**src/rtl/nibble_serial_adder.sv**
```systemverilog
// nibble_serial_adder: WIDTH-bit unsigned adder that reuses one 4-bit
// ripple-carry slice, one nibble per clock, under a start/busy/done handshake.
// Optional feature macro: NIBBLE_SERIAL_ADDER_OVERFLOW_EN (adds the ovf port).
module nibble_serial_adder #(
  parameter int unsigned WIDTH = 16,
  parameter int unsigned CNT_W = 4
) (
  input  logic             clk,
  input  logic             rst,
  input  logic             start,
  input  logic [WIDTH-1:0] in1,
  input  logic [WIDTH-1:0] in2,
  input  logic             c_in,
  output logic             busy,
  output logic             done,
  output logic [WIDTH-1:0] sum,
  output logic             c_out
`ifdef NIBBLE_SERIAL_ADDER_OVERFLOW_EN
  ,
  output logic             ovf
`endif
);

  localparam int unsigned NIB = WIDTH / 4;

  typedef enum logic [1:0] {
    S_IDLE = 2'd0,
    S_RUN  = 2'd1,
    S_DONE = 2'd2
  } state_t;

  state_t           state_q;
  state_t           state_d;
  logic             busy_d;
  logic             done_d;
  logic [WIDTH-1:0] a_q;
  logic [WIDTH-1:0] b_q;
  logic             carry_q;
  logic [CNT_W-1:0] cnt_q;
  logic [3:0]       a_nib;
  logic [3:0]       b_nib;
  logic [4:0]       slice;
  logic [WIDTH-1:0] sum_upd;
  logic             accept;
  logic             last_nib;

  assign accept   = (state_q == S_IDLE) && start;
  assign last_nib = (cnt_q == CNT_W'(NIB - 1));

  // The shared 4-bit ripple-carry slice.
  assign slice = 5'(a_nib) + 5'(b_nib) + 5'(carry_q);

  // State register; busy/done are flopped from the next state so they are glitch-free.
  always_ff @(posedge clk or posedge rst) begin
    if (rst) begin
      state_q <= S_IDLE;
      busy    <= 1'b0;
      done    <= 1'b0;
    end else begin
      state_q <= state_d;
      busy    <= busy_d;
      done    <= done_d;
    end
  end

  // Next-state logic: start only matters in IDLE, DONE lasts one cycle.
  always_comb begin
    state_d = state_q;
    case (state_q)
      S_IDLE:  if (start) state_d = S_RUN;
      S_RUN:   if (last_nib) state_d = S_DONE;
      S_DONE:  state_d = S_IDLE;
      default: state_d = S_IDLE;
    endcase
  end

  // Output decode of the upcoming state, registered in the state register block.
  always_comb begin
    busy_d = 1'b0;
    done_d = 1'b0;
    busy_d = (state_d == S_RUN);
    done_d = (state_d == S_DONE);
  end

  // Select the current nibble of each latched operand.
  always_comb begin
    a_nib = '0;
    b_nib = '0;
    for (int i = 0; i < int'(NIB); i++) begin
      if (cnt_q == CNT_W'(i)) begin
        a_nib = a_q[4*i +: 4];
        b_nib = b_q[4*i +: 4];
      end
    end
  end

  // Merge the slice sum into the current nibble position of the result.
  always_comb begin
    sum_upd = sum;
    for (int i = 0; i < int'(NIB); i++) begin
      if (cnt_q == CNT_W'(i)) sum_upd[4*i +: 4] = slice[3:0];
    end
  end

  // Datapath registers: operand capture on accept, nibble-by-nibble accumulation in RUN.
  always_ff @(posedge clk or posedge rst) begin
    if (rst) begin
      a_q     <= '0;
      b_q     <= '0;
      carry_q <= 1'b0;
      cnt_q   <= '0;
      sum     <= '0;
      c_out   <= 1'b0;
`ifdef NIBBLE_SERIAL_ADDER_OVERFLOW_EN
      ovf     <= 1'b0;
`endif
    end else if (accept) begin
      a_q     <= in1;
      b_q     <= in2;
      carry_q <= c_in;
      cnt_q   <= '0;
      sum     <= '0;
      c_out   <= 1'b0;
`ifdef NIBBLE_SERIAL_ADDER_OVERFLOW_EN
      ovf     <= 1'b0;
`endif
    end else if (state_q == S_RUN) begin
      sum     <= sum_upd;
      carry_q <= slice[4];
      cnt_q   <= cnt_q + CNT_W'(1);
      if (last_nib) begin
        c_out <= slice[4];
`ifdef NIBBLE_SERIAL_ADDER_OVERFLOW_EN
        // carry into the MSB is recovered from its sum bit: a ^ b ^ s
        ovf   <= a_nib[3] ^ b_nib[3] ^ slice[3] ^ slice[4];
`endif
      end
    end
  end

endmodule

```
**config.mk**
```make
export PLATFORM = sky130hd
export DESIGN_NAME = nibble_serial_adder
export DESIGN_NICKNAME = d
export VERILOG_FILES = /design/src/rtl/nibble_serial_adder.sv
export SDC_FILE = /design/constraint.sdc
export NUM_CORES = 1
export LEC_CHECK = 0
export BUFFER_PORTS_ARGS = -buffer_cell sky130_fd_sc_hd__buf_2
export CORE_UTILIZATION = 30
export CTS_CLUSTER_DIAMETER = 150
export DETAILED_ROUTE_END_ITERATION = 7
export GPL_TIMING_DRIVEN = 0
export SKIP_LAST_GASP = 1
export SYNTH_ARGS = -nofsm -noshare
export SYNTH_HDL_FRONTEND = slang
export SYNTH_SLANG_ARGS = --single-unit
```
**constraint.sdc**
```tcl
create_clock -name clk -period 3.5 [get_ports clk]
set_input_delay 0 -clock clk [delete_from_list [all_inputs] [get_ports clk]]
set_output_delay 0 -clock clk [all_outputs]
set_load 0.03 [all_outputs]
```
Word-level counts from Yosys, hierarchy flattened
Cells that the tools add are included.

Register bits after elaboration: 58. Bits in latches: 0. RAM bits: 0. Bits in read-only memories: 0. Input port bits: 36. Output and inout port bits: 19. Word-level logic and storage cells: 57. Memories: 0.

Add/sub/neg operators: 3. $mul: 0. Div/mod/pow operators: 0. $lt $le $gt $ge: 0. Eq/ne operators: 6. Shift-type cells: 0. Mux-type cells: 24. Bitwise logic cells: 0. Reduce and logical (&&, ||, !) cells: 12.

Operator list (count): 4-bit two-way mux (14); 16-bit two-way mux (2); 2-bit nonzero test (5); 4-bit by 2-bit equality test with 1-bit output (second input constant) (2); 2-bit AND reduction (4); 4-bit by 4-bit adder with 5-bit output (1); 5-bit by 1-bit adder with 5-bit output (1); 1-bit two-way mux (5); 4-bit by 1-bit adder with 4-bit output (second input constant) (1); 2-bit by 1-bit equality test with 1-bit output (second input constant) (2); 4-bit by 1-bit equality test with 1-bit output (second input constant) (1); 4-bit logical NOT (1); 2-bit two-way mux (2); 2-bit case mux with 2 select lines (1); 2-bit equality test (second input constant) (1); 2-bit logical NOT (1); 1-bit logical AND (1).

Longest topological paths before layout
Depth in word-level cells: 10. Depth in mapped cells: 13. Gate-level depth less buffers: 12.

Least setup slack after synthesis
Ideal clock, no wire load.

Path type: flip-flop to flip-flop. From: register cnt_q[0]. To: register sum[10]. Library setup time: 77 ps. Arrival: 2690 ps. Required time: 3423 ps. Path slack: 733 ps. Stages on the path, launching flop included: 12. Path buffers: 0. Period minus slack after synthesis: 2767 ps. Path through: dfrtp_1 -> inv_1 -> ha_1 -> nor4b_2 -> o2bb2ai_1 -> o21ai_0 -> a21o_1 -> fa_1 -> fa_1 -> xnor2_1 -> nand2_1 -> a21oi_1.

Longest elaborated chain between the ends: 10. Elaborated cells between the ends (all ways): 19. Those cells by class: add/sub (2); eq/ne (3); mux (11); reduce/logical (3).

RTL lines: start, declared (RTL line 39) `logic [CNT_W-1:0] cnt_q;`; start signal, assigned (RTL line 130) `cnt_q <= cnt_q + CNT_W'(1);`; 4-bit logical NOT (RTL line 90) `if (cnt_q == CNT_W'(i)) begin`; 4-bit two-way mux (4 in series) (RTL line 90); 4-bit by 4-bit adder with 5-bit output (RTL line 51) `assign slice = 5'(a_nib) + 5'(b_nib) + 5'(carry_q);`; 5-bit by 1-bit adder with 5-bit output (RTL line 51); 4-bit two-way mux (RTL line 101) `if (cnt_q == CNT_W'(i)) sum_upd[4*i +: 4] = slice[3:0];`; 16-bit two-way mux (RTL line 127) `end else if (state_q == S_RUN) begin`; 16-bit two-way mux (RTL line 117) `end else if (accept) begin`; end signal, assigned (RTL line 128) `sum <= sum_upd;`; end, declared (RTL line 16) `output logic [WIDTH-1:0] sum,`.

Parallel ways exist; a longest one is shown, timed or not. The select of a mux whose other input is x is not followed. A chain may end at the register's enable or synchronous reset.

Worst setup path in the final report
Ends and elaborated chain as after synthesis.

==> summary.md <==
| Metric | Value |
|---|---|
| Status | `completed` |
| Final Hold Vio Count | `0` |
| Setup TNS | `0 ps` |
| CP max-delay cell | `dfrtp_1` |
| Fin crit period | `~3200 ps` |
| Final setup violation count | `0` |
| Arrival @ worst endpoint | `between 3000 and 4000 ps` |
| TritonCTS Buffers | `9` |
| Pwr Density | `approximately 960 nW/um^2` |
| ANT cells | `0` |
| First-pass GRT wire length | `11900 microns` |
| DP Wirelength | `5050 microns` |
| Top-count cell post-synth | `nand2_1` |
| # port buffers | `54` |
| Slew @ Worst Pin | `~420 ps` |
| Post-synth EDFFs | `0` |
| Clock Skew | `just under 10 ps` |
| CTS max path bufs | `2` |
| Yosys warns | `0` |
| Post-Syn Area | `about 2800 sq um` |
| Met3 Use GR | `under 10%` |
| DR WL/cell | `roughly 14 microns` |
| Clock latency on the worst-skew pair | `about 340 ps` |
| Routed wire length | `about 7200 microns` |
| Clock Pin Slew Worst Setup and Hold Paths | `approximately 70 ps` |
| Synth area leader | `dfrtp_1` |
| Initial antenna violation count | `0` |
| CP top delay family | `adder cells` |
| Max Fclk | `approximately 310 MHz` |
| Distinct cells, synth | `37` |
| RSZ-0062 raised after global routing | `false` |
| CTS Sinks | `58` |
| Commonest cells in the netlist | `nand2_1 (118), dfrtp_1 (58), a21oi_1 (19), nor2_1 (18), o21ai_0 (12)` |
| Die area | `just under 10000 sq um` |
| Vias in the first global route | `about 2500` |
| Syn Nets | `351` |
| Critical Path Max Stage Delay | `about 440 ps` |
| Critical Path End Type | `flop` |
| CP bufs+invs | `1` |
| Share of layout cells above drive strength 1 | `roughly 23%` |
| Die Y | `approximately 99 microns` |
| # Max-Cap Violations | `0` |
| Core Box Area | `~9000 sq um` |
| Vias | `about 2400` |
| Top area cells in the synthesized netlist | `dfrtp_1 (52%), nand2_1 (16%), a21oi_1 (3.4%)` |
| Req. time, crit path | `approximately 3800 ps` |
| Reg-to-reg slack, setup | `roughly 270 ps` |
| Root Buffer | `clkbuf_8` |
| # nets final | `approximately 450` |
| Sequential cell area fraction in the yosys report | `between 50% and 60%` |
| Mean Syn Cell Area | `9.14 sq um` |
| Initial Util | `31.5%` |
| H-tree depth | `3` |
| Pin count of the biggest net entering global routing | `43` |
| Crit path kind | `reg -> reg` |
| Pre-antenna DRT Iters | `7` |
| Vias per cell | `~4.7` |
| Tot GR Track Use | `~16%` |
| Top_reg_cell synth | `dfrtp_1` |
| Gpl congestion | `roughly 0.87` |
| CTS tree | `done` |
| Cells after synthesis | `between 300 and 400` |
| Grt ovf | `0` |
| Final Hold Slack | `about 190 ps` |
| Period Utilization, post-route | `about 90%` |
| Relative slew margins | `71.7%` |
| Die X | `about 99 microns` |
| Total setup buffers inserted after CTS | `0` |
| IO Pins | `55` |
| Max-slew violation count | `0` |
| Crit path cell chain | `inv_1, ha_1, nor4b_4, o2bb2ai_1, o21ai_0, a21o_1, fa_1, fa_1, xnor2_1, nand2_1, a21oi_1` |
| Critical path startpoint category | `flop` |
| Final ANT Viol Nets | `0` |
| Leak | `0.00191 uW` |
| Met2 usage | `a little over a quarter` |
| Top Usage Layer GRT | `met2` |
| Rows | `34` |
| Async SR Flop Fraction | `100%` |
| Initial DRC count | `87` |
| Top-area cell type share of the netlist area | `51.9%` |
| Met1 usage | `20.2%` |
| Area growth from synthesis to layout | `35.6%` |
| Most used cell, CP | `fa_1` |
| Number of fill cells in the layout | `between 900 and 1000` |
| CP Max Fanout | `7` |
| Seq cells post-synth | `58` |
| Drt drc | `0` |
| Worst min-delay path class | `in -> async` |
| Worst IR Drop VDD | `~0.00031 V` |
kinds of logic (layout without fill, tap and decap cells):
kind of cell             count (synthesis)  after routing  synth area share, %
XOR/XNOR                                 2              2                0.627
AND/OR/NAND/NOR                        160            160                 25.4
multiplexers                             5              5                 2.01
adder cells (fa/ha/maj)                  9              9                 4.56
flip-flops                              58             58                 51.9
buffers and inverters                   19            124                 3.22
AO/OA/AOI/OAI                           53             53                 12.3
report_power, final:
group,internal (uW),total [uW],switching [uW],leakage [uW]
Clock,418,686,268,0.000109
Combinational,686,1790,1110,0.00107
Sequential,966,1160,190,0.000736
metrics by stage:
step,instances,instance area (sq um),setup slack [ps],total power [uW],util (%)
6_report,519,3790,265,3640,42.6
5_1_grt,519,3790,53.1,3930,42.6
4_1_cts,519,3780,110,3660,42.5
3_5_place_dp,469,3220,123,2930,36.2
3_3_place_gp,468,3200,234,2870,36.0
2_1_floorplan,306,2800,733,2430,-
registers in the layout (all words and copies together) (netlist names):
| register | count |
|---|---|
| b_q | 16 |
| sum | 16 |
| done | 1 |
| cnt_q | 4 |
| c_out | 1 |
| busy | 1 |
| state_q | 2 |
| a_q | 16 |
| carry_q | 1 |
layer usage:
metal | share of wire, % | vias to the layer above
met5 | 0 | -
met4 | 1.3 | 0
li1 | - | 1211
met1 | 47 | 1165
met2 | 47 | 58
met3 | 4.4 | 8
final cells by class:
| type | count | area, sq um | area share [%] |
|---|---|---|---|
| tap | 108 | 135 | 3.56 |
| clock inverter | 5 | 77.6 | 2.05 |
| multi-input combinational | 229 | 1260 | 33.3 |
| inverter | 5 | 18.8 | 0.495 |
| sequential | 58 | 1450 | 38.3 |
| clock buffer | 11 | 141 | 3.73 |
| timing repair buffer | 89 | 631 | 16.6 |
| buffer | 14 | 72.6 | 1.91 |
layout by cell type, fill, tap and decap left out, types with 3 or more instances in the layout:
cell           instances
dfrtp_1               58
ha_1                   7
o21ai_0               12
nor2_1                18
inv_1                  4
and2_4                 3
mux2i_1                3
a21oi_1               19
nand3_1                7
a211oi_2               3
clkbuf_8              10
buf_2                 63
clkbuf_1               4
a211oi_1               6
o2bb2ai_1              4
dlygate4sd3_1         34
nand2_1              118
nand3b_1               4
worst reg2reg max path: stages, from the launching register on:
cell	delay [ps]
dfrtp_1	440
inv_1	110
ha_1	320
nor4b_4	350
o2bb2ai_1	160
o21ai_0	110
a21o_1	220
fa_1	400
fa_1	420
xnor2_1	390
nand2_1	110
a21oi_1	130
worst paths after layout:
check,startpoint,endpoint,cells after the start
max,cnt_q[0],sum[10],11
min,rst,sum[15],3
max reg2reg,cnt_q[0],sum[10],11
min reg2reg,a_q[3],a_q[3],2
max in group asynchronous,rst,a_q[5],4
min in group clk,start,sum[15],5
what timing repair did:
| item | 4_1_cts | 5_1_grt |
|---|---|---|
| hold endpoints to repair | 49 | 0 |
| hold buffers | 34 | 0 |
| endpoints found under the setup margin | 0 | 4 |
| resized for setup | 0 | 3 |
Note: power is estimated with default switching activity, not from simulation.
